### config.mk
export PLATFORM = sky130hd
export DESIGN_NAME = keypad_scan_entry
export DESIGN_NICKNAME = d
export VERILOG_FILES = /design/src/rtl/keypad_scan_entry.sv
export SDC_FILE = /design/constraint.sdc
export NUM_CORES = 1
export LEC_CHECK = 0
export ABC_AREA = 1
export ABC_CLOCK_PERIOD_IN_PS = 2800
export CORE_UTILIZATION = 45
export CTS_CLUSTER_SIZE = 28
export DETAILED_ROUTE_END_ITERATION = 8
export PLACE_DENSITY = 0.66
export SLEW_MARGIN = 20
export SYNTH_ARGS = -nofsm -noshare
export SYNTH_HDL_FRONTEND = slang
export SYNTH_SLANG_ARGS = --single-unit
export TNS_END_PERCENT = 1
### constraint.sdc
create_clock -name clk_i -period 2.8 [get_ports clk_i]
set_clock_uncertainty 0.15 [all_clocks]
set_input_delay 0.56 -clock clk_i [delete_from_list [all_inputs] [get_ports clk_i]]
set_output_delay 0.56 -clock clk_i [all_outputs]
set_load 0.01 [all_outputs]
### src/rtl/keypad_scan_entry.sv
// Keypad scanner with debounce and four-digit entry buffer.
//
// Drives one keypad row low at a time and senses the active-low columns. A key
// is accepted after DB_TICKS consecutive matching scan ticks. It is released
// after DB_TICKS consecutive all-high ticks. Each accepted key is shifted into
// a four-digit display buffer.
//
// Ports:
//   clk_i        system clock, all state on rising edge
//   rst_ni       asynchronous active-low reset
//   clr_i        synchronous clear of the digit buffer (all digits blank)
//   col_i[3:0]   keypad column sense, active-low, asynchronous
//   row_o[3:0]   keypad row drive, active-low, exactly one bit low
//   key_valid_o  one-cycle pulse per debounced key press
//   key_code_o   code of last accepted key (4*row + col)
//   digits_o     {d3,d2,d1,d0}, 5 bits each; bit 4 set = blank, bits 3:0 = hex
module keypad_scan_entry #(
  parameter int unsigned SCWIDTH  = 15,
  parameter int unsigned DB_TICKS = 4
) (
  input  logic        clk_i,
  input  logic        rst_ni,
  input  logic        clr_i,
  input  logic [3:0]  col_i,
  output logic [3:0]  row_o,
  output logic        key_valid_o,
  output logic [3:0]  key_code_o,
  output logic [19:0] digits_o
);

  localparam int unsigned PreW = SCWIDTH + 1;
  localparam int unsigned CntW = $clog2(DB_TICKS + 1);
  localparam logic [CntW-1:0] DbMax = CntW'(DB_TICKS);

  typedef enum logic [1:0] {StScan, StDebounce, StHeld} state_e;

  state_e            state_q, state_d;
  logic [3:0]        col_m_q, col_s_q;
  logic [PreW-1:0]   pre_q;
  logic              tick;
  logic [3:0]        row_q, row_d, row_rot;
  logic [3:0]        pat_q, pat_d;
  logic [1:0]        key_r_q, key_r_d, key_c_q, key_c_d;
  logic [CntW-1:0]   db_cnt_q, db_cnt_d, db_cnt_inc;
  logic [CntW-1:0]   rel_cnt_q, rel_cnt_d, rel_cnt_inc;
  logic              accept;
  logic              col_one_low;
  logic [3:0]        key_code;
  logic              key_valid_q;
  logic [3:0]        key_code_q;
  logic [19:0]       digits_q;

  // Index of the (single) low bit in an active-low one-hot vector.
  function automatic logic [1:0] low_idx(input logic [3:0] v);
    logic [1:0] idx;
    idx = '0;
    for (int i = 0; i < 4; i++) begin
      if (!v[i]) idx = 2'(i);
    end
    return idx;
  endfunction

  assign tick        = &pre_q;
  assign row_rot     = {row_q[2:0], row_q[3]};
  // Zero or several low columns (multi-key) are treated as no key.
  assign col_one_low = ($countones(~col_s_q) == 1);
  assign db_cnt_inc  = db_cnt_q + CntW'(1);
  assign rel_cnt_inc = rel_cnt_q + CntW'(1);
  assign key_code    = {key_r_q, key_c_q};

  // State register.
  always_ff @(posedge clk_i or negedge rst_ni) begin
    if (!rst_ni) begin
      state_q <= StScan;
    end else begin
      state_q <= state_d;
    end
  end

  // Next-state logic; every transition is gated by the scan tick.
  always_comb begin
    state_d = state_q;
    if (tick) begin
      case (state_q)
        StScan: begin
          if (col_one_low) state_d = StDebounce;
        end
        StDebounce: begin
          if (col_s_q != pat_q)       state_d = StScan;
          else if (db_cnt_inc == DbMax) state_d = StHeld;
        end
        StHeld: begin
          if (col_s_q == 4'b1111 && rel_cnt_inc == DbMax) state_d = StScan;
        end
        default: state_d = StScan;
      endcase
    end
  end

  // Datapath / output next-state logic.
  always_comb begin
    row_d     = row_q;
    pat_d     = pat_q;
    key_r_d   = key_r_q;
    key_c_d   = key_c_q;
    db_cnt_d  = db_cnt_q;
    rel_cnt_d = rel_cnt_q;
    accept    = 1'b0;
    if (tick) begin
      case (state_q)
        StScan: begin
          if (col_one_low) begin
            // Row stays put so the same key keeps being sensed.
            pat_d    = col_s_q;
            key_r_d  = low_idx(row_q);
            key_c_d  = low_idx(col_s_q);
            db_cnt_d = '0;
          end else begin
            row_d = row_rot;
          end
        end
        StDebounce: begin
          if (col_s_q != pat_q) begin
            row_d = row_rot;
          end else begin
            db_cnt_d = db_cnt_inc;
            if (db_cnt_inc == DbMax) begin
              accept    = 1'b1;
              rel_cnt_d = '0;
            end
          end
        end
        StHeld: begin
          if (col_s_q == 4'b1111) begin
            rel_cnt_d = rel_cnt_inc;
            if (rel_cnt_inc == DbMax) row_d = row_rot;
          end else begin
            rel_cnt_d = '0;
          end
        end
        default: ;
      endcase
    end
  end

  always_ff @(posedge clk_i or negedge rst_ni) begin
    if (!rst_ni) begin
      col_m_q     <= 4'b1111;
      col_s_q     <= 4'b1111;
      pre_q       <= '0;
      row_q       <= 4'b1110;
      pat_q       <= 4'b1111;
      key_r_q     <= '0;
      key_c_q     <= '0;
      db_cnt_q    <= '0;
      rel_cnt_q   <= '0;
      key_valid_q <= 1'b0;
      key_code_q  <= '0;
      digits_q    <= 20'hFFFFF;
    end else begin
      col_m_q     <= col_i;
      col_s_q     <= col_m_q;
      pre_q       <= pre_q + PreW'(1);
      row_q       <= row_d;
      pat_q       <= pat_d;
      key_r_q     <= key_r_d;
      key_c_q     <= key_c_d;
      db_cnt_q    <= db_cnt_d;
      rel_cnt_q   <= rel_cnt_d;
      key_valid_q <= accept;
      if (accept) key_code_q <= key_code;
      // Clear wins over a simultaneous accept.
      if (clr_i) begin
        digits_q <= 20'hFFFFF;
      end else if (accept) begin
        digits_q <= {digits_q[14:0], 1'b0, key_code};
      end
    end
  end

  assign row_o       = row_q;
  assign key_valid_o = key_valid_q;
  assign key_code_o  = key_code_q;
  assign digits_o    = digits_q;

endmodule
# Word level (Yosys, flattened, before mapping)
# Cells that the tools add are included.
# W data, S select, Z words.
dict set report classes {
  n_addsub 6
  bitwise 1
  n_mux 29
  reduce_logical 12
  eq_ne 16
}
# cell count
set op_table {}
lappend op_table {{$reduce_and A19 Y1} 3}
lappend op_table {{$mux W20} 2}
lappend op_table {{$reduce_and A21 Y1} 1}
lappend op_table {{$reduce_and A18 Y1} 1}
lappend op_table {{$add A16 B1 Y16 const B} 1}
lappend op_table {{$mux W2} 8}
lappend op_table {{$mux W4} 4}
lappend op_table {{$ne A2 B2 Y1 const B} 8}
lappend op_table {{$reduce_and A16 Y1} 1}
lappend op_table {{$mux W3} 5}
lappend op_table {{$pmux W3 S2} 2}
lappend op_table {{$pmux W4 S3} 1}
lappend op_table {{$add A3 B1 Y3 const B} 2}
lappend op_table {{$eq A3 B3 Y1 const B} 2}
lappend op_table {{$mux W1} 6}
lappend op_table {{$pmux W2 S3} 1}
lappend op_table {{$reduce_bool A2 Y1} 3}
lappend op_table {{$add A1 B1 Y2} 2}
lappend op_table {{$eq A4 B4 Y1 const B} 1}
lappend op_table {{$ne A4 B4 Y1} 1}
lappend op_table {{$not A4 Y4} 1}
lappend op_table {{$add A2 B2 Y3} 1}
lappend op_table {{$eq A3 B1 Y1 const B} 1}
lappend op_table {{$ne A3 B3 Y1 const B} 1}
lappend op_table {{5 further kinds} 5}
dict set report word_totals {
  elab_cells 77
  input_bits 7
  ff_bits 69
  out_inout_bits 29
}

# Depth between registers and ports, before layout
dict set report logic_depth {
  depth_word 8
  ltp_mapped 12
  ltp_nobuf 12
}

# Least setup slack after synthesis
# Ideal clock, no wire load.
dict set report synth_path {
  path_kind {register to register}
  from {register col_s_q[0]}
  to {register state_q[0]}
  path_slack_ps 358
  synth_period_minus_slack_ps 2442
  setup_time_ps 117
  path_stages_with_launch 13
  t_required_ps 2533
  n_path_buf 0
  t_arrival_ps 2175
  path_cell_list {dfstp_2 > inv_1 > fa_1 > ha_1 > ha_1 > inv_1 > nand3_1 > a21oi_1 > nand3_1 > nor2_1 > nand2_1 > nand2_1 > nand2_1}
}
dict set report synth_via {
  elab_chain_cells 6
  word_cells_on_any_way 13
  cone_classes {2 x add/sub; 6 x eq/ne; 2 x mux; 1 x bitwise; 2 x reduce/logical}
}
# item line
set synth_rtl {}
lappend synth_rtl {{start: declaration} 38} ;# logic [3:0] col_m_q, col_s_q;
lappend synth_rtl {{start signal: assignment} 162} ;# col_s_q <= col_m_q;
lappend synth_rtl {{$not A4 Y4} 66} ;# assign col_one_low = ($countones(~col_s_q) == 1);
lappend synth_rtl {{$add A1 B1 Y2 (not written as such)} 66}
lappend synth_rtl {{$add A2 B2 Y3 (not written as such)} 66}
lappend synth_rtl {{$eq A3 B1 Y1} 66}
lappend synth_rtl {{$ne A2 B2 Y1 (no source line)} n/a}
lappend synth_rtl {{$reduce_and A19 Y1 (no source line)} n/a}
lappend synth_rtl {{end signal: assignment} 74} ;# state_q <= StScan;
lappend synth_rtl {{end signal: assignment} 76} ;# state_q <= state_d;
lappend synth_rtl {{end: declaration} 37} ;# state_e state_q, state_d;
# Several ways; a longest one is shown, not always the timed one.
# A chain may end at the register's enable or synchronous reset.

# Worst setup path in the final report
dict set report layout_path {
  from {register col_s_q[1]}
  to {register row_q[0], in the netlist row_o[0]}
}
dict set report layout_via {
  elab_chain_cells 6
  word_cells_on_any_way 10
  cone_classes {2 x add/sub; 6 x eq/ne; 1 x bitwise; 1 x reduce/logical}
}
# item line
set layout_rtl {}
lappend layout_rtl {{$not A4 Y4} 66}
lappend layout_rtl {{$add A1 B1 Y2 (not written as such)} 66}
lappend layout_rtl {{$add A2 B2 Y3 (not written as such)} 66}
lappend layout_rtl {{$eq A3 B1 Y1} 66}
lappend layout_rtl {{$ne A2 B2 Y1 (no source line)} n/a}
lappend layout_rtl {{$reduce_and A21 Y1 (no source line) *} n/a}
lappend layout_rtl {{end signal: assignment} 164} ;# row_q <= row_d;
lappend layout_rtl {{end: declaration} 41} ;# logic [3:0] row_q, row_d, row_rot;
# Every way passes the cells marked *; elsewhere a longest branch is shown, timed or not.

==> results.cfg <==
[route]
viasPerCell = 4.78
ant_nets = 0
finalWirelength_mm = 6.26
wl_per_cell_um = 12.0
vias = 2498
drt_first_pass_iters = 4
drc = 0
wl_met1_mm = 2.89
drt_iter0_markers = 127
met2_length_mm = 2.96
top_layer = met4
wl_met3_um = 272

[clock_tree]
cts_buffers = 9
cts_max_level = 3
cts_root_buffer = clkbuf_8
cts_tree = built
cts_num_sinks = 69
path_clk_slew_ns = 0.08
cts_buffer_depth = 2
clock_latency_ns = 0.35

[yosys]
synth_cells = 376
muxShareOfSynthArea_pct = 0
synth-seq-cells = 69
synth_top_area_share_pct = 27.2
synth-async-reset-ratio_pct = 100
synth_edf_count = 0
syn-cell-area_um2 = 3380
synth_top_family_by_area = simple AND/OR/NAND/NOR gates
ys_top_cells_by_area = dfstp_2 (27%), dfrtp_1 (25%), nand2_1 (14%), nand3_1 (4.4%), inv_1 (3.2%)
synth_xor_area_share_pct = 3.89
yosysSeqAreaShare_pct = 52.4
synth_fp_nets = 392
synth_compound_area_share_pct = 2.74
synthAdderAreaFrac_pct = 3.55
yosysTopAreaCell = dfstp_2
synth_top_flop_cell = dfstp_2
yosys_warnings = 0
yosysUniqueCellTypes = 31
synth-simple-area-share_pct = 31.8
syn_avg_cell_area_um2 = 8.99

[placed_design]
place_area_um2 = 3820
dp_hpwl_mm = 4.51
globalplace.congestion = 0.889
port_buffers = 35

[cells_and_area]
nNetsFinal = 435
fin_util_pct = 56.0
area_growth_syn_to_layout_pct = 20.2
antennaDiodeCount = 0
drive_above_1_share_pct = 23.6
fin_area_um2 = 4070

[timing]
rsz0062_at_grt = true
fmax_ghz = 0.387
tightest_slew_ns = 0.387
setup_violations = 0
hold_viol = 0
fin_tns_setup_ns = 0
fin_crit_ns = 2.58
slew_viol_final = 0
min_period_over_period_pct = 92.3
slew_headroom_pct = 73.9

[global_routing]
grt_pass1_wl_mm = 11.0
grt_max_degree = 70
antenna_found_initial = 0
grt_pass1_vias = 2394
overflow = 0
grt_use_total_pct = 18.6

[critical_path]
path_class = reg -> reg
worstSetupStartpointType = flop
cp.arrival_ns = 2.67
critPathLaunch = col_s_q[1]$_DFF_PN1_
cp-end-kind = flop
crit_fanout = 5
path_delay_family = adder cells
worstPathRequired_ns = 2.89
path_buf_inv = 2
path_cells = inv_1 -> fa_1 -> ha_1 -> ha_1 -> inv_1 -> nand4_1 -> nand3_1 -> nor2_4 -> nand3_2 -> nand2_1 -> nand2_1
worst_path_largest_cell_delay_ns = 0.57
r2r_start = col_s_q[1]$_DFF_PN1_
r2r_setup_slack_ns = 0.22
critPathSlowestCell = dfstp_2

[run_status]
status = complete, no violations

[floorplan]
die-area_um2 = 7860
start_util_pct = 46.6
fp-row-count = 31
dieHeight_um = 88.7
die_x_um = 88.7
io_pins = 36
core_area_um2 = 7250

[power_and_ir_drop]
irDropWorstVdd_uv = 296
power.density_nw_per_um2 = 518
p_leak_nw = 1.86
power_mw = 2.11

[worst_hold_path]
hold_class = in -> async

[run]
max_cap_violations = 0
-- worst paths after layout --
check                                       end  cells after the start
setup / recovery           row_o[0]$_DFFE_PN0P_                     11
max in group asynchronous  col_s_q[2]$_DFF_PN1_                      2
setup reg to reg           row_o[0]$_DFFE_PN0P_                     11
hold / removal              pre_q[11]$_DFF_PN0_                      2
hold reg to reg            col_s_q[3]$_DFF_PN1_                      0
min in group clk_i         col_s_q[3]$_DFF_PN1_                      0
-- per-layer routing --
metal	vias up	global-route usage (%)
met1	1160	23.7
met5	-	0
met3	12	4.85
li1	1270	-
met2	56	30.4
met4	0	7.04
-- synth_stat cells (2+ instances only) --
| cell type | count |
|---|---|
| nor2_4 | 4 |
| ha_1 | 8 |
| inv_2 | 2 |
| xnor2_1 | 7 |
| or2_2 | 16 |
| nand3_1 | 30 |
| buf_6 | 3 |
| a21oi_1 | 3 |
| xor2_1 | 8 |
| nand4_1 | 7 |
| nand2_2 | 3 |
| dfstp_2 | 35 |
| nor3_1 | 2 |
| inv_1 | 29 |
| o21ai_0 | 14 |
| nand3_2 | 8 |
| dfrtp_1 | 34 |
| nand2_1 | 128 |
| nor2_1 | 20 |
| nor2_2 | 3 |
| buf_2 | 2 |
-- sequential cells by signal, summed over array words and instances (netlist names) --
| name | count |
|---|---|
| col_m_q | 4 |
| col_s_q | 4 |
| db_cnt_q | 3 |
| digits_o | 20 |
| key_c_q | 2 |
| key_code_o | 4 |
| key_r_q | 2 |
| key_valid_o | 1 |
| pat_q | 4 |
| pre_q | 16 |
| rel_cnt_q | 3 |
| row_o | 4 |
| state_q | 2 |
-- repair_timing --
| item | CTS | global route |
|---|---|---|
| setup buffers | 0 | 0 |
| resized for setup | 0 | 5 |
| hold endpoints to repair | 0 | 0 |
| setup endpoints to repair | 0 | 6 |
| hold buffers | 0 | 0 |
-- through the flow --
step	setup WS (ns)	hold slack, ns	instances
after floorplan	0.358	0.114	376
after global placement	0.250	0.196	507
after detailed placement	0.180	0.198	507
after CTS	0.174	0.0868	523
after global routing	0.000535	0.113	523
final	0.217	0.0639	523
-- placed cells by master (no fill, tap or decap), types with 3 or more instances in the layout --
cell and instances:
nand2_1 128, dfstp_2 35, dfrtp_1 34, clkdlybuf4s50_1 34, nand3_1 30, inv_1 29
nor2_1 18, or2_2 16, o21ai_0 14, clkbuf_8 9, xor2_1 8, nand3_2 8
ha_1 8, xnor2_1 7, nand4_1 7, nor2_4 5, nor2_2 4, buf_4 4
nand2_2 3
-- kinds of logic after synthesis --
logic type,after synthesis
AOI/OAI and AO/OA,18
xor gates and xnor gates,15
adders and majority gates,9
buffers and inverters,39
DFF,69
and+or+nand+nor,226
-- final cells by class --
type                            instances  area, µm²
Fill cell                             675       3190
Sequential cell                        69       1770
Tap cell                               99        124
Clock buffer                            9        124
Timing Repair Buffer                   40        395
Multi-Input combinational cell        268       1440
Inverter                               31        116
Clock inverter                          7       97.6
-- report_power, final --
| group | switching, mW | total [mW] | leakage, nW | internal (mW) |
|---|---|---|---|---|
| Combinational | 0.0835 | 0.158 | 0.931 | 0.0740 |
| Clock | 0.387 | 0.891 | 0.106 | 0.504 |
| Sequential | 0.0180 | 1.06 | 0.828 | 1.04 |
-- worst register-to-register path, stage by stage, from the launching register on --
cell and delay [ns]:
dfstp_2 0.57, inv_1 0.10, fa_1 0.47, ha_1 0.19
ha_1 0.27, inv_1 0.04, nand4_1 0.12, nand3_1 0.13
nor2_4 0.19, nand3_2 0.12, nand2_1 0.08, nand2_1 0.05
No activity file was read; power rests on OpenSTA's default activity.
==> edit 1: new RTL, same settings <==
Re-encode `state_e` (3 states) as one-hot, 3 bits wide.
--- a/src/rtl/keypad_scan_entry.sv
+++ b/src/rtl/keypad_scan_entry.sv
@@ -33,5 +33,5 @@
   localparam logic [CntW-1:0] DbMax = CntW'(DB_TICKS);
 
-  typedef enum logic [1:0] {StScan, StDebounce, StHeld} state_e;
+  typedef enum logic [2:0] {StScan = 3'b001, StDebounce = 3'b010, StHeld = 3'b100} state_e;
 
   state_e            state_q, state_d;
Check against the original RTL: no difference found for any inputs over 10 cycles, from zero or initial values and one cycle with rst_ni low; not proved beyond that.
==> edit 1 against the unedited design <==
- worst setup slack worse by 0.057 ns
- first-iteration DRC count down 18%
- sequential share of layout area up 1.3 points
- sequential cell count up 1
- area after synthesis fell by 2.1%
- critical path depth down 1
- wire length hardly changed
- power is 0.32% lower
- core utilization increased by 1.7 points
- non-clock buffer count down 1
- global-route usage shrank 0.21 points
- design area shrank 1.4%
- maximum frequency is 2.2% lower
- critical endpoint is now row_o[3]$_DFFE_PN1P_
==> edit 1: results (changes against the unedited design) <==
[status]
status=completed

[cells_and_area]
nClkBuffers=10  ; +1
area_share_clock_buf_inv_pct=5.339  ; -0.11 points
multi_input_gates=264  ; -1.5%
num-nonclk-buffers=39  ; -2.5%
multi_input_area_share_pct=33.78  ; -1.6 points
nFillCells=631  ; -6.5%
instances_no_fill=521  ; -0.38%
nets=436  ; +0.23%
drive_gt1_share_pct=20.00  ; -3.6 points
diodes=0  ; unchanged
buffer_area_share_pct=9.678  ; -0.048 points
postLayoutCellArea_sq_um=4008  ; -1.4%
nNonClkInverters=36  ; +16%
regArea_sq_um=1797  ; +1.5%

[power]
ir_drop_mv=0.2994  ; +1.0%
p_sw_mw=0.4755  ; -2.7%
leakage_nw=1.899  ; +1.9%

[critical_path]
rr_startpoint=col_s_q[0]$_DFF_PN1_
crit_path_end=row_o[3]$_DFFE_PN1P_
critPathSlowestCell=dfstp_2
critPathMaxFanout=6  ; +1
critPathArrivalTime_ns=2.76  ; +0.09 ns
reg2regPathDepth=10  ; -1

[global_route]
use_met2_pct=28.12  ; -2.3 points
antenna_found_initial=0  ; unchanged
grtUsageMet3_pct=3.770  ; -1.1 points
grt_pass1_vias=2342  ; -2.2%
grt_pass1_wl_mm=10.75  ; -2.1%
grt_usage_pct=18.39  ; -0.21 points
grt_max_degree=41  ; -41%
grt_util_met1_pct=25.23  ; +1.5 points

[route]
wl_per_cell_um=12.01  ; +0.30%
wl_met3_um=201  ; -26%
via_per_inst=4.739  ; -0.78%
initialDrtViolationCount=104  ; -18%
met2_length_mm=2.828  ; -4.4%
wl_met1_mm=3.162  ; +9.5%

[timing]
worst_slack_ns=0.1596  ; -0.05694 ns
max_slew_margin_pct=53.85  ; -20 points

[placed_design]
placed_cell_area_sq_um=3781  ; -1.1%
dp_hpwl_mm=4.515  ; about the same
pre_cts_ws_ns=0.004711  ; -0.1755 ns
dp.cells=505  ; -0.39%
place.gp.congestion=0.8206  ; -7.7%

[synthesis]
seq_area_frac_synth_pct=54.27  ; +1.9 points
synth_area_leaders=dfstp_2, dfrtp_1, nand2_1, nand3_1, inv_1
synth_common_cells=nand2_1, dfstp_2, inv_1, dfrtp_1, nand3_1
synth_seq_cells=70  ; +1.4%
syn_inst=377  ; +0.27%
synth_edf_count=0  ; unchanged
ys_warn_count=0  ; unchanged
syn-num-nets=393  ; +0.26%
ys_types=25  ; -19%

[clock_tree]
cts_buffer_depth=2  ; unchanged
clock_latency_ns=0.34

[floorplan]
die_w_um=87.78  ; -1.0%

==> edit 1: cell types whose count changed in the layout (fill, tap and decap cells not counted), sizes merged, moves of 2 or more <==
cell	delta
nand3	-5
nand2	-3
o21ai	+5
nor3	-2
inv	+4
==> edit 1: what timing repair did <==
action | CTS | global route
buffers inserted | 0 | 0
gates resized for setup | 0 | 5
endpoints found under the setup margin | 0 | 13
==> edit 1: power by group through the flow <==
| stage | logic (mW) | clock network [mW] | registers (mW) |
|---|---|---|---|
| 3_3_place_gp | 0.145 | 0 | 1.09 |
| 5_1_grt | 0.165 | 0.961 | 1.07 |
| 6_report | 0.146 | 0.884 | 1.07 |
| 4_1_cts | 0.149 | 0.913 | 1.07 |
| 3_5_place_dp | 0.148 | 0 | 1.09 |
| 2_1_floorplan | 0.0562 | 0 | 1.10 |
==> edit 1: cell families after synthesis <==
| family | Yosys count | share of synthesized area (%) |
|---|---|---|
| and+or+nand+nor | 218 | 29.48 |
| DFF | 70 | 54.27 |
| buffers and inverters | 43 | 5.215 |
| AOI/OAI and AO/OA | 21 | 3.175 |
| xor gates and xnor gates | 16 | 4.233 |
| adders and majority gates | 9 | 3.628 |
==> edit 1: how the worst min path moves through the flow <==
stage                         start                 endpoint  slack, ns  depth (start not counted)
2_1_floorplan                rst_ni  db_cnt_q[0]$_DFFE_PN0P_       0.11                          0
3_3_place_gp   col_m_q[2]$_DFF_PN1_     col_s_q[2]$_DFF_PN1_       0.20                          0
3_5_place_dp   col_m_q[1]$_DFF_PN1_     col_s_q[1]$_DFF_PN1_       0.20                          0
4_1_cts                      rst_ni       pre_q[7]$_DFF_PN0_       0.11                          1
5_1_grt                      rst_ni       pre_q[7]$_DFF_PN0_       0.14                          1
6_report                     rst_ni       pre_q[7]$_DFF_PN0_       0.10                          1
==> edit 2: new RTL, same flow settings <==
Without the edit above. Change the parameter `DB_TICKS` from 4 to 8.
--- a/src/rtl/keypad_scan_entry.sv
+++ b/src/rtl/keypad_scan_entry.sv
@@ -17,5 +17,5 @@
 module keypad_scan_entry #(
   parameter int unsigned SCWIDTH  = 15,
-  parameter int unsigned DB_TICKS = 4
+  parameter int unsigned DB_TICKS = 8
 ) (
   input  logic        clk_i,
Function: no difference found for any inputs over 10 cycles, from zero or initial values and one cycle with rst_ni low; that may be too few to reach the edited logic, so the function may still have changed.
==> edit 2 against the unedited design <==
- worst setup slack improved by 0.014 ns
- worst hold slack got worse by 0.034 ns
- largest power group unchanged
- sequential cell count up 2
- power increased by 4.7%
- count of clock-buffer cells in the layout grew 2
- combinational power fell by 3%
- largest cell class unchanged
- sequential share of layout area rose by 0.38 points
- wire length is 0.21% lower
- maximum frequency increased by 0.54%
- design area grew 1.9%
- area after synthesis increased by 1.1%
==> edit 2: results (changes against the unedited design) <==
[status]
status=completed

[synthesis]
synth_common_cells=nand2_1, dfrtp_1, nand3_1, dfstp_2, inv_1
synth_area_leaders=dfstp_2, dfrtp_1, nand2_1, nand3_1, or2_2
dominantRegCellSynth=dfrtp_1
seq_area_frac_synth_pct=53.26  ; +0.89 points
syn-num-nets=396  ; +1.0%

[placed_design]
placed_cell_area_sq_um=3904  ; +2.1%
place.gp.congestion=0.8405  ; -5.4%
dp.cells=514  ; +1.4%
pre_cts_ws_ns=0.2333  ; +0.05308 ns
dp_hpwl_mm=4.521  ; +0.14%

[critical_path]
critPathLaunch=col_s_q[0]$_DFF_PN1_
critPathArrivalTime_ns=2.65  ; -0.02 ns

[global_route]
grt_max_degree=34  ; -51%
grt_usage_pct=17.96  ; -0.64 points
grt_pass1_wl_mm=10.76  ; -2.0%

[timing]
final.period_utilization_pct=91.77  ; -0.50 points
worstMarginPinSlew_ns=0.5106  ; +0.1231 ns

[power]
switching_share_pct=22.04  ; -1.1 points
ir_drop_mv=0.2280  ; -23%
leakage_nw=1.922  ; +3.1%
pg_comb_mw=0.153  ; -3%
seqPwrFrac_pct=49.3  ; -1.0 points

[route]
drt-total-wl_mm=6.251  ; -0.21%

[cells_and_area]
nets=441  ; +1.4%
drive_gt1_share_pct=26.68  ; +3.1 points

==> edit 2: layout make-up <==
cell class              instances  area, sq um
clock buffers                  11        162.7
clock inverters                 5        77.57
fillers                       681         3148
inverters                      38        142.6
multi-input cells             265         1414
flip-flops and latches         71         1821
well taps                      99        123.9
repair buffers                 41        402.9
==> edit 2: kinds of logic (layout without fill, tap and decap cells) <==
kind of cell,count (synthesis),after routing,share of synthesized area [%]
AO/OA/AOI/OAI,14,14,2.050
AND/OR/NAND/NOR,231,231,33.09
XOR/XNOR,12,12,3.075
adder cells (fa/ha/maj),8,8,3.148
flip-flops,71,71,53.26
buffers and inverters,45,95,5.380
==> edit 2: layer usage <==
metal,part of all wire [%],up-vias,track usage [%],wire [um]
li1,-,1300,-,-
met1,49,1198,24.18,3070
met2,45,44,27.69,2844
met3,3.4,11,3.601,211
met4,2.0,0,9.091,124
met5,0,-,0,0
